$ cat src/rtl/riscv_pkg.sv
// rtl/riscv_pkg.sv - RV32 opcode constants, stage FSM encoding and immediate-type selects
// Shared by the decode stage and immGenerator so both agree on opcode and imm-type encodings.
package riscv_pkg;

  localparam logic [6:0] OPC_LOAD   = 7'b0000011;
  localparam logic [6:0] OPC_OPIMM  = 7'b0010011;
  localparam logic [6:0] OPC_JALR   = 7'b1100111;
  localparam logic [6:0] OPC_SYSTEM = 7'b1110011;
  localparam logic [6:0] OPC_STORE  = 7'b0100011;
  localparam logic [6:0] OPC_BRANCH = 7'b1100011;
  localparam logic [6:0] OPC_LUI    = 7'b0110111;
  localparam logic [6:0] OPC_AUIPC  = 7'b0010111;
  localparam logic [6:0] OPC_JAL    = 7'b1101111;
  localparam logic [6:0] OPC_OP     = 7'b0110011;

  typedef enum logic [1:0] {
    ST_RUN   = 2'd0,
    ST_FLUSH = 2'd1,
    ST_HOLD  = 2'd2
  } stage_state_e;

  typedef enum logic [2:0] {
    IMM_NONE = 3'd0,
    IMM_I    = 3'd1,
    IMM_S    = 3'd2,
    IMM_SB   = 3'd3,
    IMM_U    = 3'd4,
    IMM_UJ   = 3'd5
  } imm_type_e;

  typedef struct packed {
    logic iload;
    logic s;
    logic sb;
    logic u;
    logic uj;
  } imm_sel_t;

  // Expands the encoded imm type into the one-hot select lines immGenerator expects.
  function automatic imm_sel_t imm_onehot(input imm_type_e t);
    imm_sel_t sel;
    sel       = '0;
    sel.iload = (t == IMM_I);
    sel.s     = (t == IMM_S);
    sel.sb    = (t == IMM_SB);
    sel.u     = (t == IMM_U);
    sel.uj    = (t == IMM_UJ);
    return sel;
  endfunction

endpackage

$ cat src/rtl/opcode_decoder.sv
// rtl/opcode_decoder.sv - combinational opcode to immediate-type and illegal flag
module opcode_decoder
  import riscv_pkg::*;
(
  input  logic [6:0] opcode,
  output imm_type_e  imm_type,
  output logic       illegal
);

  always_comb begin
    imm_type = IMM_NONE;
    illegal  = 1'b0;
    case (opcode)
      OPC_LOAD, OPC_OPIMM, OPC_JALR, OPC_SYSTEM: imm_type = IMM_I;
      OPC_STORE:                                 imm_type = IMM_S;
      OPC_BRANCH:                                imm_type = IMM_SB;
      OPC_LUI, OPC_AUIPC:                        imm_type = IMM_U;
      OPC_JAL:                                   imm_type = IMM_UJ;
      OPC_OP:                                    imm_type = IMM_NONE;
      default:                                   illegal  = 1'b1;
    endcase
  end

endmodule

$ cat src/rtl/inst_decode_stage.sv
// rtl/inst_decode_stage.sv - IF/ID register with opcode decode, valid/ready and flush FSM
// Register fields are sliced from the registered payload, so bubbles clear them for free.
module inst_decode_stage
  import riscv_pkg::*;
#(
  parameter int              XLEN     = 32,
  parameter logic [XLEN-1:0] RESET_PC = '0
) (
  input  logic            clk,
  input  logic            rst_n,
  input  logic [XLEN-1:0] inst_i,
  input  logic [XLEN-1:0] pc_i,
  input  logic            in_valid,
  output logic            in_ready,
  input  logic            nop,
  input  logic            out_ready,
  output logic            out_valid,
  output logic [24:0]     Inst,
  output logic            ILoad,
  output logic            S,
  output logic            SB,
  output logic            U,
  output logic            UJ,
  output logic [4:0]      rd,
  output logic [4:0]      rs1,
  output logic [4:0]      rs2,
  output logic [2:0]      funct3,
  output logic            funct7b5,
  output logic [XLEN-1:0] pc_o,
  output logic            illegal
);

  stage_state_e    state, state_d;
  imm_type_e       dec_type;
  logic            dec_illegal;
  logic            load, clear;
  logic            valid_q, illegal_q;
  imm_sel_t        sel_q;
  logic [24:0]     inst_q;
  logic [XLEN-1:0] pc_q;

  opcode_decoder u_dec (
    .opcode   (inst_i[6:0]),
    .imm_type (dec_type),
    .illegal  (dec_illegal)
  );

  // rst_n gates in_ready so nothing is offered as accepted while reset is held.
  always_comb begin
    in_ready = rst_n && (state == ST_RUN) && !nop && (!valid_q || out_ready);
    state_d  = state;
    load     = 1'b0;
    clear    = 1'b0;
    case (state)
      ST_RUN: begin
        if (nop) begin
          state_d = ST_FLUSH;
          clear   = 1'b1;
        end else if (in_valid && in_ready) begin
          load = 1'b1;
        end else if (out_ready || !valid_q) begin
          clear = 1'b1;
        end
      end
      ST_FLUSH: begin
        state_d = ST_HOLD;
        clear   = 1'b1;
      end
      ST_HOLD: begin
        state_d = ST_RUN;
        clear   = 1'b1;
      end
      default: begin
        state_d = ST_RUN;
        clear   = 1'b1;
      end
    endcase
  end

  always_ff @(posedge clk or negedge rst_n) begin
    if (!rst_n) begin
      state     <= ST_RUN;
      valid_q   <= 1'b0;
      illegal_q <= 1'b0;
      sel_q     <= '0;
      inst_q    <= '0;
      pc_q      <= RESET_PC;
    end else begin
      state <= state_d;
      if (load) begin
        valid_q   <= 1'b1;
        illegal_q <= dec_illegal;
        sel_q     <= imm_onehot(dec_type);
        inst_q    <= inst_i[31:7];
        pc_q      <= pc_i;
      end else if (clear) begin
        // pc_o keeps the last real pc; only the decoded payload is squashed.
        valid_q   <= 1'b0;
        illegal_q <= 1'b0;
        sel_q     <= '0;
        inst_q    <= '0;
      end
    end
  end

  assign out_valid = valid_q;
  assign Inst      = inst_q;
  assign ILoad     = sel_q.iload;
  assign S         = sel_q.s;
  assign SB        = sel_q.sb;
  assign U         = sel_q.u;
  assign UJ        = sel_q.uj;
  assign illegal   = illegal_q;
  assign pc_o      = pc_q;
  assign rd        = inst_q[4:0];
  assign funct3    = inst_q[7:5];
  assign rs1       = inst_q[12:8];
  assign rs2       = inst_q[17:13];
  assign funct7b5  = inst_q[23];

endmodule
$ cat config.mk
export PLATFORM = sky130hd
export DESIGN_NAME = inst_decode_stage
export DESIGN_NICKNAME = d
export VERILOG_FILES = /design/src/rtl/riscv_pkg.sv /design/src/rtl/opcode_decoder.sv /design/src/rtl/inst_decode_stage.sv
export SDC_FILE = /design/constraint.sdc
export NUM_CORES = 1
export LEC_CHECK = 0
export CELL_PAD_IN_SITES_DETAIL_PLACEMENT = 0
export CELL_PAD_IN_SITES_GLOBAL_PLACEMENT = 1
export CORE_MARGIN = 2
export CORE_UTILIZATION = 29
export CTS_BUF_LIST = sky130_fd_sc_hd__clkbuf_16
export DETAILED_ROUTE_END_ITERATION = 12
export PLACE_DENSITY_LB_ADDON = 0.1
export RECOVER_POWER = 50
export SETUP_SLACK_MARGIN = 0.15
export SLEW_MARGIN = 20
export SYNTH_ARGS = -nofsm -noshare
export SYNTH_HDL_FRONTEND = slang
export SYNTH_SLANG_ARGS = --single-unit
$ cat constraint.sdc
create_clock -name clk -period 1.9 [get_ports clk]
set_clock_uncertainty 0.15 [all_clocks]
set_input_delay 0.38 -clock clk [delete_from_list [all_inputs] [get_ports clk]]
set_output_delay 0.38 -clock clk [all_outputs]
set_load 0.1 [all_outputs]
==> metrics.json <==
{
  "status": {"value": "complete, no violations"},
  "post_synth_inst_count": {"value": 189},
  "gr-total-overflow": {"value": 0},
  "clock_sink_count": {"value": 66},
  "tritoncts": {"value": "done"},
  "ir_drop": {"value": 0.000630, "unit": "V"},
  "worst_skew_pair.late_latency": {"value": 0.32, "unit": "ns"},
  "pwr_density_cell": {"value": 1260, "unit": "mW/mm2"},
  "design.die.area": {"value": 0.00999, "unit": "mm2"},
  "syn2layout_area_growth": {"value": 117, "unit": "%"},
  "gp_congestion": {"value": 0.756},
  "wl_met3": {"value": 496, "unit": "um"},
  "start_kind": {"value": "flop"},
  "class_of_the_most_critical_hold_timing_path": {"value": "in -> async"},
  "power.leakage": {"value": 2.53, "unit": "nW"},
  "max_freq": {"value": 534, "unit": "MHz"},
  "cts.htree.levels": {"value": 3},
  "min_tclk_post_route": {"value": 1.87, "unit": "ns"},
  "stdcell_count": {"value": 473},
  "fp.dieH": {"value": 99.9, "unit": "um"},
  "num_rows": {"value": 35},
  "worst-setup-path-type": {"value": "reg -> out"},
  "drt_iter0_markers": {"value": 55},
  "layout.nets": {"value": 426},
  "core_area": {"value": 0.00906, "unit": "mm2"},
  "syn_area_per_cell": {"value": 14.1, "unit": "um2"},
  "netlist-cell-type-count": {"value": 28},
  "max-slew-margin-rel": {"value": 43.5, "unit": "%"},
  "setup_repair_after_global_routing_missed_its_margin": {"value": "yes"},
  "synthesis.nets": {"value": 258},
  "drt_pass1_iterations": {"value": 4},
  "residual_drc": {"value": 0},
  "wl_met2": {"value": 4.12, "unit": "mm"},
  "placed_cells": {"value": 446},
  "max_slew.worst_pin.slew": {"value": 0.847, "unit": "ns"},
  "chipWidth": {"value": 99.9, "unit": "um"},
  "synth-warning-count": {"value": 0},
  "cts.reportedPaths.clkPinSlew": {"value": 0.06, "unit": "ns"},
  "worst_ep_required_time": {"value": 1.37, "unit": "ns"},
  "dr.max_layer_used": {"value": "met4"},
  "grt_pass1_wl": {"value": 12.3, "unit": "mm"},
  "final_min_period_over_clock_period": {"value": 98.6, "unit": "%"},
  "port_buffers": {"value": 152},
  "diodes": {"value": 0},
  "hold-worst-slack": {"value": 0.141, "unit": "ns"},
  "wl_per_cell": {"value": 16.8, "unit": "um"},
  "routed-via-count": {"value": 2190},
  "synth_seq_area_share": {"value": 61.9, "unit": "%"},
  "layout-drive-gt1-share": {"value": 55.0, "unit": "%"},
  "max_cap_violations": {"value": 0},
  "antenna_found_initial": {"value": 0},
  "start_util": {"value": 29.4, "unit": "%"},
  "number_of_setup_violations_in_the_final_report": {"value": 0},
  "maximum_fanout_count_along_the_critical_path": {"value": 3},
  "first_global_vias": {"value": 2382},
  "num_io_pins": {"value": 153},
  "post_drt_via_cell_ratio": {"value": 4.63},
  "timing_max_transition_violations_final": {"value": 0},
  "grt_max_degree": {"value": 67},
  "cts_max_path_buffers": {"value": 2},
  "postLayoutCoreUtil": {"value": 64.0, "unit": "%"},
  "crit_arrival": {"value": 1.34, "unit": "ns"},
  "detailedPlacementHpwl": {"value": 5.77, "unit": "mm"},
  "clk_root_buffer_cell": {"value": "sky130_fd_sc_hd__clkbuf_16"},
  "type_of_element_capturing_the_critical_path": {"value": "primary output"},
  "flip_flop_and_latch_count_after_synthesis": {"value": 66},
  "report.power.total": {"value": 7.32, "unit": "mW"},
  "finalWirelength": {"value": 7.95, "unit": "mm"},
  "postRouteAntennaNets": {"value": 0},
  "timing.final.hold_violations": {"value": 0},
  "cts_inserted_buffers": {"value": 9},
  "drt-met1-wl": {"value": 3.20, "unit": "mm"},
  "globalRouteTotalUtil": {"value": 16.0, "unit": "%"},
  "total_standard_cell_area_after_synthesis": {"value": 0.00267, "unit": "mm2"}
}
## registers in the layout (all words and copies together) (netlist names)
signal,count
ILoad,1
Inst,25
S,1
SB,1
U,1
UJ,1
illegal,1
out_valid,1
pc_o,32
state,2
## report_power, final
group	switching (mW)	internal (mW)	leakage [nW]
sequential	0.281	1.66	0.814
combinational	2.18	1.44	1.56
clock	0.617	1.15	0.149
## what timing repair did
| action | in CTS | in global routing |
|---|---|---|
| cloned | 0 | 1 |
| buffers inserted | 9 | 1 |
| hold buffers | 0 | 0 |
| gates resized for setup | 11 | 7 |
| pin swaps | 1 | 10 |
| endpoints found under the setup margin | 40 | 62 |
## placed cells by master, fill, tap and decap left out, drive strengths merged, types with 3 or more instances in the layout
cell / synthesis / layout
clkbuf: 4 / 10
clkdlybuf4s50: 0 / 62
o21ai: 3 / 3
dfrtp: 66 / 66
nand2: 5 / 5
nor2: 3 / 3
dlygate4sd2: 0 / 5
a22o: 26 / 26
mux2: 33 / 33
a32o: 3 / 3
buf: 25 / 118
## final timing paths
check,to,depth (start not counted),from,slack [ns]
worst max-delay path,in_ready,3,state[0]$_DFFE_PN0P_,0.03
worst min-delay path,Inst[4]$_DFFE_PN0P_,2,rst_n,0.14
worst max register to register,pc_o[21]$_DFFE_PN0P_,5,state[0]$_DFFE_PN0P_,0.05
worst min register to register,Inst[18]$_DFFE_PN0P_,1,Inst[18]$_DFFE_PN0P_,0.41
max in group asynchronous,Inst[0]$_DFFE_PN0P_,2,rst_n,0.82
min in group clk,out_valid$_DFFE_PN0P_,3,rst_n,0.31
## per-layer routing
metal	track usage [%]	up-vias
li1	-	1010
met1	19.5	1089
met2	27.3	81
met3	4.46	10
met4	5.80	0
met5	0	-
## cell type report
class                           instances  area, um2
Clock buffer                            9        225
Clock inverter                          7       92.6
Fill cell                             695       3260
Multi-Input combinational cell         94        996
Sequential cell                        66       1680
Tap cell                              111        139
Timing Repair Buffer                  186       2670
## critical path, stage by stage, from the launching register on
cell and delay (ns):
sky130_fd_sc_hd__dfrtp_2 0.43, sky130_fd_sc_hd__nor3_4 0.20, sky130_fd_sc_hd__and3_4 0.22, sky130_fd_sc_hd__buf_12 0.17
## kinds of logic (layout without fill, tap and decap cells)
logic type | after synthesis | count (layout) | synth area share [%]
AOI/OAI and AO/OA | 35 | 35 | 10.9
buffers and inverters | 29 | 202 | 7.03
DFF | 66 | 66 | 61.9
muxes | 33 | 33 | 13.9
and+or+nand+nor | 26 | 26 | 6.28
## Yosys cell counts
master                     instances  area, um2
sky130_fd_sc_hd__and4_1            1       8.76
sky130_fd_sc_hd__nor3_2            1       10.0
sky130_fd_sc_hd__a21oi_1           2       10.0
sky130_fd_sc_hd__or4b_1            1       10.0
sky130_fd_sc_hd__nor3b_1           1       7.51
sky130_fd_sc_hd__nor3_1            1       5.00
sky130_fd_sc_hd__nor2b_1           1       6.26
sky130_fd_sc_hd__o21ai_0           3       15.0
sky130_fd_sc_hd__nand3_1           1       5.00
sky130_fd_sc_hd__and3_1            1       6.26
sky130_fd_sc_hd__nor2_1            3       11.3
sky130_fd_sc_hd__nand4b_1          2       17.5
sky130_fd_sc_hd__nand2_1           5       18.8
sky130_fd_sc_hd__and4bb_2          1       12.5
sky130_fd_sc_hd__nand3b_1          1       7.51
sky130_fd_sc_hd__nand2b_1          1       6.26
sky130_fd_sc_hd__buf_2             6       30.0
sky130_fd_sc_hd__nor4_1            1       6.26
sky130_fd_sc_hd__buf_4            19        143
sky130_fd_sc_hd__or3b_2            1       8.76
sky130_fd_sc_hd__a22o_1           26        228
sky130_fd_sc_hd__nand4_1           2       12.5
sky130_fd_sc_hd__mux2_2           33        372
sky130_fd_sc_hd__a32o_1            3       30.0
sky130_fd_sc_hd__a21boi_0          1       7.51
sky130_fd_sc_hd__and2_2            1       7.51
sky130_fd_sc_hd__dfrtp_1          66       1650
sky130_fd_sc_hd__clkbuf_1          4       15.0
## through the flow
stage | setup slack (ns) | instance area (um2) | setup TNS [ns]
4_1_cts | 0.0380 | 5740 | 0
5_1_grt | -0.00763 | 5800 | -0.0101
3_3_place_gp | -0.326 | 5340 | -11.71
2_1_floorplan | 0.121 | 2870 | 0
3_5_place_dp | -0.379 | 5340 | -12.12
6_report | 0.0269 | 5800 | 0
Note: power is estimated with default switching activity, not from simulation.
